==> src/rtl/cpu_pkg.sv <==
// cpu_pkg: ID/EX pipeline control and data record types plus the zero-control bubble constant.
package cpu_pkg;
  typedef struct packed {
    logic       WB_reg_write;
    logic       WB_mem_to_reg;
    logic       M_mem_read;
    logic       M_mem_write;
    logic       M_branch;
    logic       EX_alu_src;
    logic [1:0] EX_ALU_Op;
  } pipeline_control_t;
  typedef struct packed {
    logic [31:0] pc_address;
    logic [31:0] reg_read_data1;
    logic [31:0] reg_read_data2;
    logic [31:0] imm;
    logic [3:0]  funct_inst_bits;
    logic [4:0]  rd;
    logic [4:0]  rs1;
    logic [4:0]  rs2;
  } pipeline_data_t;
  localparam pipeline_control_t CTRL_NOP = '0;
endpackage

==> src/rtl/hazard_unit.sv <==
// hazard_unit: combinational load-use detect and PC / IF-ID write enables.
module hazard_unit (
  input  logic       ex_valid_i,
  input  logic       ex_mem_read_i,
  input  logic [4:0] ex_rd_i,
  input  logic       id_valid_i,
  input  logic [4:0] id_rs1_i,
  input  logic [4:0] id_rs2_i,
  input  logic       hold_i,
  output logic       load_use_stall_o,
  output logic       pc_write_en_o,
  output logic       if_id_write_en_o
);
  always_comb begin
    load_use_stall_o = ex_valid_i && ex_mem_read_i && (ex_rd_i != 5'd0) && id_valid_i &&
                       ((ex_rd_i == id_rs1_i) || (ex_rd_i == id_rs2_i));
    pc_write_en_o    = !(load_use_stall_o || hold_i);
    if_id_write_en_o = pc_write_en_o;
  end
endmodule

==> src/rtl/id_ex_reg.sv <==
// id_ex_reg: ID/EX pipeline register with flush, hold, load-use bubble insertion
// and a saturating bubble counter.
module id_ex_reg
  import cpu_pkg::*;
#(
  parameter int CNT_W = 16
) (
  input  logic              clk,
  input  logic              rst_n,
  input  pipeline_control_t ctrl_in,
  input  pipeline_data_t    data_in,
  input  logic              id_valid,
  input  logic              flush,
  input  logic              hold,
  output pipeline_control_t ctrl_out,
  output pipeline_data_t    data_out,
  output logic              valid_out,
  output logic              load_use_stall,
  output logic              pc_write_en,
  output logic              if_id_write_en,
  output logic [CNT_W-1:0]  stall_cnt
);
  pipeline_control_t ctrl_q, ctrl_d;
  pipeline_data_t    data_q, data_d;
  logic              valid_q, valid_d;
  logic [CNT_W-1:0]  cnt_q, cnt_d;
  logic              bubble;
  hazard_unit u_hazard (
    .ex_valid_i       (valid_q),
    .ex_mem_read_i    (ctrl_q.M_mem_read),
    .ex_rd_i          (data_q.rd),
    .id_valid_i       (id_valid),
    .id_rs1_i         (data_in.rs1),
    .id_rs2_i         (data_in.rs2),
    .hold_i           (hold),
    .load_use_stall_o (load_use_stall),
    .pc_write_en_o    (pc_write_en),
    .if_id_write_en_o (if_id_write_en)
  );
  // flush outranks hold, so a killed instruction never lingers in a frozen stage
  always_comb begin
    bubble  = !flush && !hold && load_use_stall;
    ctrl_d  = flush ? CTRL_NOP : hold ? ctrl_q : load_use_stall ? CTRL_NOP : id_valid ? ctrl_in : CTRL_NOP;
    data_d  = (hold && !flush) ? data_q : data_in;
    valid_d = flush ? 1'b0 : hold ? valid_q : load_use_stall ? 1'b0 : id_valid;
    cnt_d   = (bubble && !(&cnt_q)) ? cnt_q + {{(CNT_W-1){1'b0}}, 1'b1} : cnt_q;
  end
  always_ff @(posedge clk or negedge rst_n) begin
    if (!rst_n) begin
      ctrl_q  <= CTRL_NOP;
      data_q  <= '0;
      valid_q <= 1'b0;
      cnt_q   <= '0;
    end else begin
      ctrl_q  <= ctrl_d;
      data_q  <= data_d;
      valid_q <= valid_d;
      cnt_q   <= cnt_d;
    end
  end
  assign ctrl_out  = ctrl_q;
  assign data_out  = data_q;
  assign valid_out = valid_q;
  assign stall_cnt = cnt_q;
endmodule

==> config.mk <==
export PLATFORM = sky130hd
export DESIGN_NAME = id_ex_reg
export DESIGN_NICKNAME = d
export VERILOG_FILES = /design/src/rtl/cpu_pkg.sv /design/src/rtl/hazard_unit.sv /design/src/rtl/id_ex_reg.sv
export SDC_FILE = /design/constraint.sdc
export NUM_CORES = 1
export LEC_CHECK = 0
export BUFFER_PORTS_ARGS = -buffer_cell sky130_fd_sc_hd__buf_2
export CORE_AREA = 2 2 130 132
export CTS_BUF_LIST = sky130_fd_sc_hd__clkbuf_4
export CTS_CLUSTER_SIZE = 30
export DETAILED_ROUTE_END_ITERATION = 8
export DIE_AREA = 0 0 132 134
export GPL_TIMING_DRIVEN = 1
export PLACE_DENSITY = 0.73
export SYNTH_ARGS = -nofsm -noshare
export SYNTH_HDL_FRONTEND = slang
export SYNTH_SLANG_ARGS = --single-unit
==> constraint.sdc <==
create_clock -name clk -period 3.1 [get_ports clk]
set_input_delay 0.155 -clock clk [delete_from_list [all_inputs] [get_ports clk]]
set_output_delay 0.155 -clock clk [all_outputs]
set_load 0.02 [all_outputs]
==> results.md, run 1 <==
* Status: complete, no violations
* Routed Antenna Nets at 0
* Placed cell count at 967
* Worst setup margin at 0.440 ns
* Arr. time, crit path at 2.51 ns
* Worst-Margin Slew at 0.752 ns
* Fin crit share at 85.8%
* H-tree Lvls at 4
* Ys async rst share at 100%
* XOR/XNOR share of the synthesized area at 3.26%
* Met3 Use GR at 7.52%
* Reg-to-reg slack, setup at 1.02 ns
* Root buffer cell: clkbuf_4
* CORE AREA at 16300 µm²
* Highest-count cells in the layout ignoring fill and taps: 333 x buf_2, 172 x dfrtp_1, 156 x dlygate4sd3_1, 147 x mux2_2, 25 x xnor2_1
* GRT Total Usage at 21.8%
* CTS tree: built
* RePlAce Congestion at 0.792
* Routed len/inst at 16.8 µm
* Die Footprint at 17700 µm²
* First-pass GRT wire length at 30300 µm
* Initial Util at 41.2%
* Setup TNS at 0 ns
* Post-layout min period at 2.66 ns
* Max-cap violation count at 0
* Layout Cells excl Fill at 1156
* RSZ-0062 raised after global routing: false
* Setup crit start kind: flop
* Area grow syn2layout at 56.4%
* Fill cells at 1193
* Vias at 5369
* Vias per cell at 4.64
* Hold crit path type: in -> reg
* Number of global-route vias before repair at 5874
* Post-Synthesis Cell Area at 6720 µm²
* # DRC at 0
* CP Data Required Time at 2.94 ns
* Busiest grt layer: met2
* Largest family of logic cells by synthesized area: multiplexers
* Post-synth EDFFs at 0
* Drt first pass iters at 4
* Synthesized instance count at 429
* Synth Area in Adders at 0.186%
* Peak per-stage delay on the critical path at 0.64 ns
* Power Dens Cells at 461 nW/µm²
* Pre-CTS setup slack at 1.07 ns
* Largest net degree at the start of global routing at 81
* Distinct cell type count after synthesis at 30
* Total power at 4.84 mW
* Final Hold Vio Count at 0
* Sequential fraction of the synthesis area at 64.1%
* Final-report setup violation count at 0
* Commonest non-fill, non-tap cell in the layout: buf_2
* Met2 usage at 39.4%
* Initial DRC count at 177
* Crit Path Class: reg -> out
* Syn_nets at 590
* Row cnt at 47
* Post-Synth Simple-Gate Area at 4.10%
* Clock skew at 0.0204 ns
* I/O pins at 335
* Worst r2r src: data_out[10]$_DFFE_PN0N_
* Worst-path fanout max at 17
* Final wirelength at 19400 µm
* DP HPWL at 12300 µm
* Predominant post-synthesis flop cell: dfrtp_1
* Crit-path cells: xnor2_1 -> nand3_1 -> o22ai_2 -> and3_2 -> nor2_1 -> buf_2
* Grt ovf at 0
* Clock sink count at 172
* CTS Buf Count at 17
* Mux contribution to synthesized area at 24.8%
* Worst hold start: hold
* Rel. slew slack at 49.8%
* Global-route track usage on met1 at 24.1%
* Final Util at 64.5%
* Synth top area share at 64.1%
* Synth area leaders: dfrtp_1 64%, mux2_2 25%, xnor2_1 3.3%
* Slew Viols, Final at 0
* Post-layout nets at 1083
* CTS Buffer Depth at 2
* CP Capture Type: output port
* Initial antenna violation count at 1
* Mean Syn Cell Area at 15.7 µm²
* Die Wd at 132 µm
* Die H at 134 µm
* Fmax at 376 MHz
* Clk Latency, worst-skew pair at 0.55 ns
* Cell taking the most area after synthesis: dfrtp_1
* Maximum vdd drop at 0.000278 V
* PortBufs at 334
* CP startpoint: data_out[10]$_DFFE_PN0N_
* CP max-delay cell: o22ai_2
* Ys Warns at 0
* Synthesized flop and latch total at 172
* Clock slew at reported path FFs at 0.15 ns
* Layout cells sized above 1 at 56.3%
* Compound-Gate Fraction of Synth Area at 1.83%
* Leak at 4.99 nW
[layout make-up]
class	count	area, µm²	share of cell area [%]
tap	220	275	2.62
sequential	172	4300	41.0
inverter	3	11.3	0.107
timing repair buffer	495	3310	31.5
antenna	1	2.50	0.0238
multi-input combinational	233	2300	21.9
clock inverter	14	160	1.52
clock buffer	18	135	1.29
[worst paths after layout]
| path | to | cells after the start |
|---|---|---|
| hold reg to reg | stall_cnt[9]$_DFFE_PN0P_ | 1 |
| min in group asynchronous | valid_out$_DFFE_PN0N_ | 2 |
| setup reg to reg | stall_cnt[1]$_DFFE_PN0P_ | 5 |
| max in group asynchronous | data_out[79]$_DFFE_PN0N_ | 3 |
| hold / removal | stall_cnt[0]$_DFFE_PN0P_ | 5 |
| setup / recovery | pc_write_en | 6 |
[critical path: cells and delay by family, from the launching register on]
kind            cells  cell delay (ns)
flops               1             0.46
buf+inv             1             0.15
xor+xnor            1             0.21
compound gates      1             0.64
simple gates        3             0.49
[metal layers]
layer / share of wire [%] / vias up
met2: 52 / 222
li1: - / 2527
met5: 0 / -
met1: 38 / 2595
met4: 1.8 / 0
met3: 7.7 / 25
[report_power, final]
group	switching [mW]	leakage, nW	internal [mW]
combinational	0.515	2.78	0.488
clock	0.829	0.147	0.505
sequential	0.0921	2.06	2.41
total	1.44	4.99	3.40
[repair_timing]
item / CTS / global route
buffers inserted: 0 / 0
gates resized for setup: 0 / 0
hold buffers: 156 / 0
endpoints found under the hold margin: 227 / 0
[flip-flops by register name (all words and copies together) (netlist names)]
signal / flops
data_out: 147
ctrl_out: 8
stall_cnt: 16
valid_out: 1
[per-stage QoR]
stage	hold slack [ns]	instance area, µm²
floorplan	-0.141	6720
global placement	0.217	8650
detailed placement	0.216	8650
CTS	0.0777	10500
global route	0.0939	10500
finish	0.138	10500
[synth_stat cells (2+ instances only)]
master	count
xnor2_1	25
nor4_1	2
inv_1	2
nor2_1	3
nand3_1	7
mux2_2	147
nand2_1	3
buf_2	16
dfrtp_1	172
a22o_1	8
nor3_1	4
buf_1	2
and3_1	5
buf_4	2
nand4_1	16
[cells by family (layout without fill, tap and decap cells)]
| family | count (synthesis) | count (layout) |
|---|---|---|
| AO/OA/AOI/OAI | 12 | 12 |
| XOR/XNOR | 25 | 25 |
| adder cells (fa/ha/maj) | 1 | 1 |
| buffers and inverters | 24 | 530 |
| flip-flops | 172 | 172 |
| multiplexers | 148 | 148 |
| other | 0 | 1 |
| AND/OR/NAND/NOR | 47 | 47 |
(Power assumes the default switching activity.)
==> run 2: changes to the inputs <==
--- a/config.mk
+++ b/config.mk
@@ -11,7 +11,7 @@
 export CTS_CLUSTER_SIZE = 30
 export DETAILED_ROUTE_END_ITERATION = 8
 export DIE_AREA = 0 0 132 134
-export GPL_TIMING_DRIVEN = 1
+export GPL_TIMING_DRIVEN = 0
 export PLACE_DENSITY = 0.73
 export SYNTH_ARGS = -nofsm -noshare
 export SYNTH_HDL_FRONTEND = slang
==> results.md, run 2 (synthesis gave the netlist of run 1 again) <==
* Fill cells at 1161
* Slew Viols, Final at 0
* Vias at 5590
* Worst-Margin Slew at 0.796 ns
* Pre-CTS setup slack at 0.950 ns
* Crit-path cells: or4_1 -> o211ai_2 -> inv_2 -> and3_2 -> nor2_1 -> buf_4 -> buf_2
* Post-CTS setup buffers at 0
* RSZ-0062 raised after global routing: false
* Worst-path fanout max at 5
* Row cnt at 47
* Power Internal at 3.50 mW
* # DRC at 0
* Commonest non-fill, non-tap cell in the layout: buf_2
* RePlAce Congestion at 0.779
* Worst path bufs/invs at 3
* Clock sink count at 172
* Post-layout nets at 1103
* Placed cell count at 984
* Hold crit path type: in -> reg
* CTS Buffer Depth at 2
* Fin crit share at 89.2%
* Initial DRC count at 181
* Maximum vdd drop at 0.000291 V
* CP startpoint: data_out[10]$_DFFE_PN0N_
* CP max-delay cell: or4_1
* Die Wd at 132 µm
* Seq pwr share at 51.5%
* Clock slew at reported path FFs at 0.15 ns
* CTS Buf Count at 17
* PortBufs at 334
* CP Capture Type: output port
* Fmax at 362 MHz
* Total power at 4.86 mW
* Comb pwr share at 20.8%
* Die Footprint at 17700 µm²
* CORE AREA at 16300 µm²
* Layout cells sized above 1 at 56.4%
* Layout Cells excl Fill at 1175
* Clock share of power at 27.6%
* Initial Util at 41.2%
* First-pass GRT wire length at 31900 µm
* I/O pins at 335
* Final-report setup violation count at 0
* Worst r2r src: data_out[10]$_DFFE_PN0N_
* Routed len/inst at 16.8 µm
* Crit Path Class: reg -> out
* GRT Total Usage at 22.8%
* Highest-count cells in the layout ignoring fill and taps: 349 x buf_2, 172 x dfrtp_1, 159 x dlygate4sd3_1, 147 x mux2_2, 25 x xnor2_1
* Status: complete, no violations
* P_sw at 1.36 mW
* Power Dens Cells at 458 nW/µm²
* DP HPWL at 12900 µm
* Setup TNS at 0 ns
* Sw Ratio at 28.0%
* Arr. time, crit path at 2.61 ns
* Clock skew at 0.0274 ns
* Setup crit start kind: flop
* Peak per-stage delay on the critical path at 0.59 ns
* Final wirelength at 19700 µm
* Rel. slew slack at 46.8%
* Largest net degree at the start of global routing at 100
* Die H at 134 µm
* Number of global-route vias before repair at 6188
* Routed Antenna Nets at 0
* H-tree Lvls at 4
* Cell family with most CP delay: simple AND/OR/NAND/NOR gates
* CTS tree: built
* Area grow syn2layout at 57.7%
* Leak at 5.08 nW
* Clk Latency, worst-skew pair at 0.54 ns
* Largest register FFs at 147
* Max-cap violation count at 0
* Initial antenna violation count at 1
* Worst hold start: id_valid
* Grt ovf at 0
* Worst setup margin at 0.336 ns
* Post-layout min period at 2.76 ns
* Root buffer cell: clkbuf_4
* Drt first pass iters at 4
* CP Data Required Time at 2.94 ns
* Vias per cell at 4.76
* Final Hold Vio Count at 0
run 2: changes by cell type in the layout (fill, tap and decap cells not counted), sizes merged:
| cell | before | now |
|---|---|---|
| clkinvlp | 4 | 3 |
| clkbuf | 18 | 22 |
| buf | 339 | 355 |
| bufinv | 2 | 3 |
| dlygate4sd3 | 156 | 159 |
| inv | 8 | 4 |
run 2: through the flow:
stage | instance area, µm² | hold slack (ns) | util, %
global route | 10600 | 0.133 | 65.1
finish | 10600 | 0.163 | 65.1
floorplan | 6720 | -0.141 | -
detailed placement | 8700 | 0.240 | 53.4
CTS | 10600 | 0.0937 | 65.0
global placement | 8660 | 0.385 | 53.2
run 2: cell type report:
type | count | area, µm² | share of cell area, %
Multi-Input combinational cell | 233 | 2300 | 21.7
Clock inverter | 10 | 143 | 1.35
Buffer | 21 | 106 | 1.00
Timing Repair Buffer | 494 | 3300 | 31.1
Tap cell | 220 | 275 | 2.60
Antenna cell | 1 | 2.50 | 0.0236
Sequential cell | 172 | 4300 | 40.6
Clock buffer | 21 | 158 | 1.49
Inverter | 3 | 11.3 | 0.106
run 2: path summary, 6_finish.rpt:
kind	endpoint	slack, ns	cells after the start
max in group asynchronous	data_out[76]$_DFFE_PN0N_	2.05	3
min reg2reg	data_out[70]$_DFFE_PN0N_	0.51	1
max reg2reg	stall_cnt[1]$_DFFE_PN0P_	1.02	5
min	stall_cnt[2]$_DFFE_PN0P_	0.16	4
max	pc_write_en	0.34	7
min in group asynchronous	ctrl_out[5]$_DFFE_PN0N_	0.17	2
run 2: power groups by stage:
stage,clock [mW],combinational (mW),sequential [mW]
global placement,0,0.829,2.53
global route,1.49,1.08,2.52
CTS,1.41,1.00,2.50
finish,1.34,1.01,2.50
detailed placement,0,0.845,2.54
floorplan,0,0.246,2.75
run 2: worst min-delay path, delay by kind of cell:
| kind | cells | cell delay [ns] |
|---|---|---|
| xor gates and xnor gates | 1 | 0.06 |
| buffers and inverters | 1 | 0.10 |
| and+or+nand+nor | 2 | 0.34 |
run 2: layer usage:
metal / vias up / GRT usage, % / wire length [µm] / part of all wire (%)
met5: - / 0 / 0 / 0
met4: 0 / 7.73 / 475 / 2.4
li1: 2556 / - / - / -
met1: 2762 / 26.1 / 7570 / 38
met3: 32 / 6.69 / 1350 / 6.8
met2: 240 / 40.9 / 10300 / 52
run 2: what timing repair did:
action                                 4_1_cts  5_1_grt
resized for setup                            0        0
hold buffers                               159        0
endpoints found under the hold margin      254        0
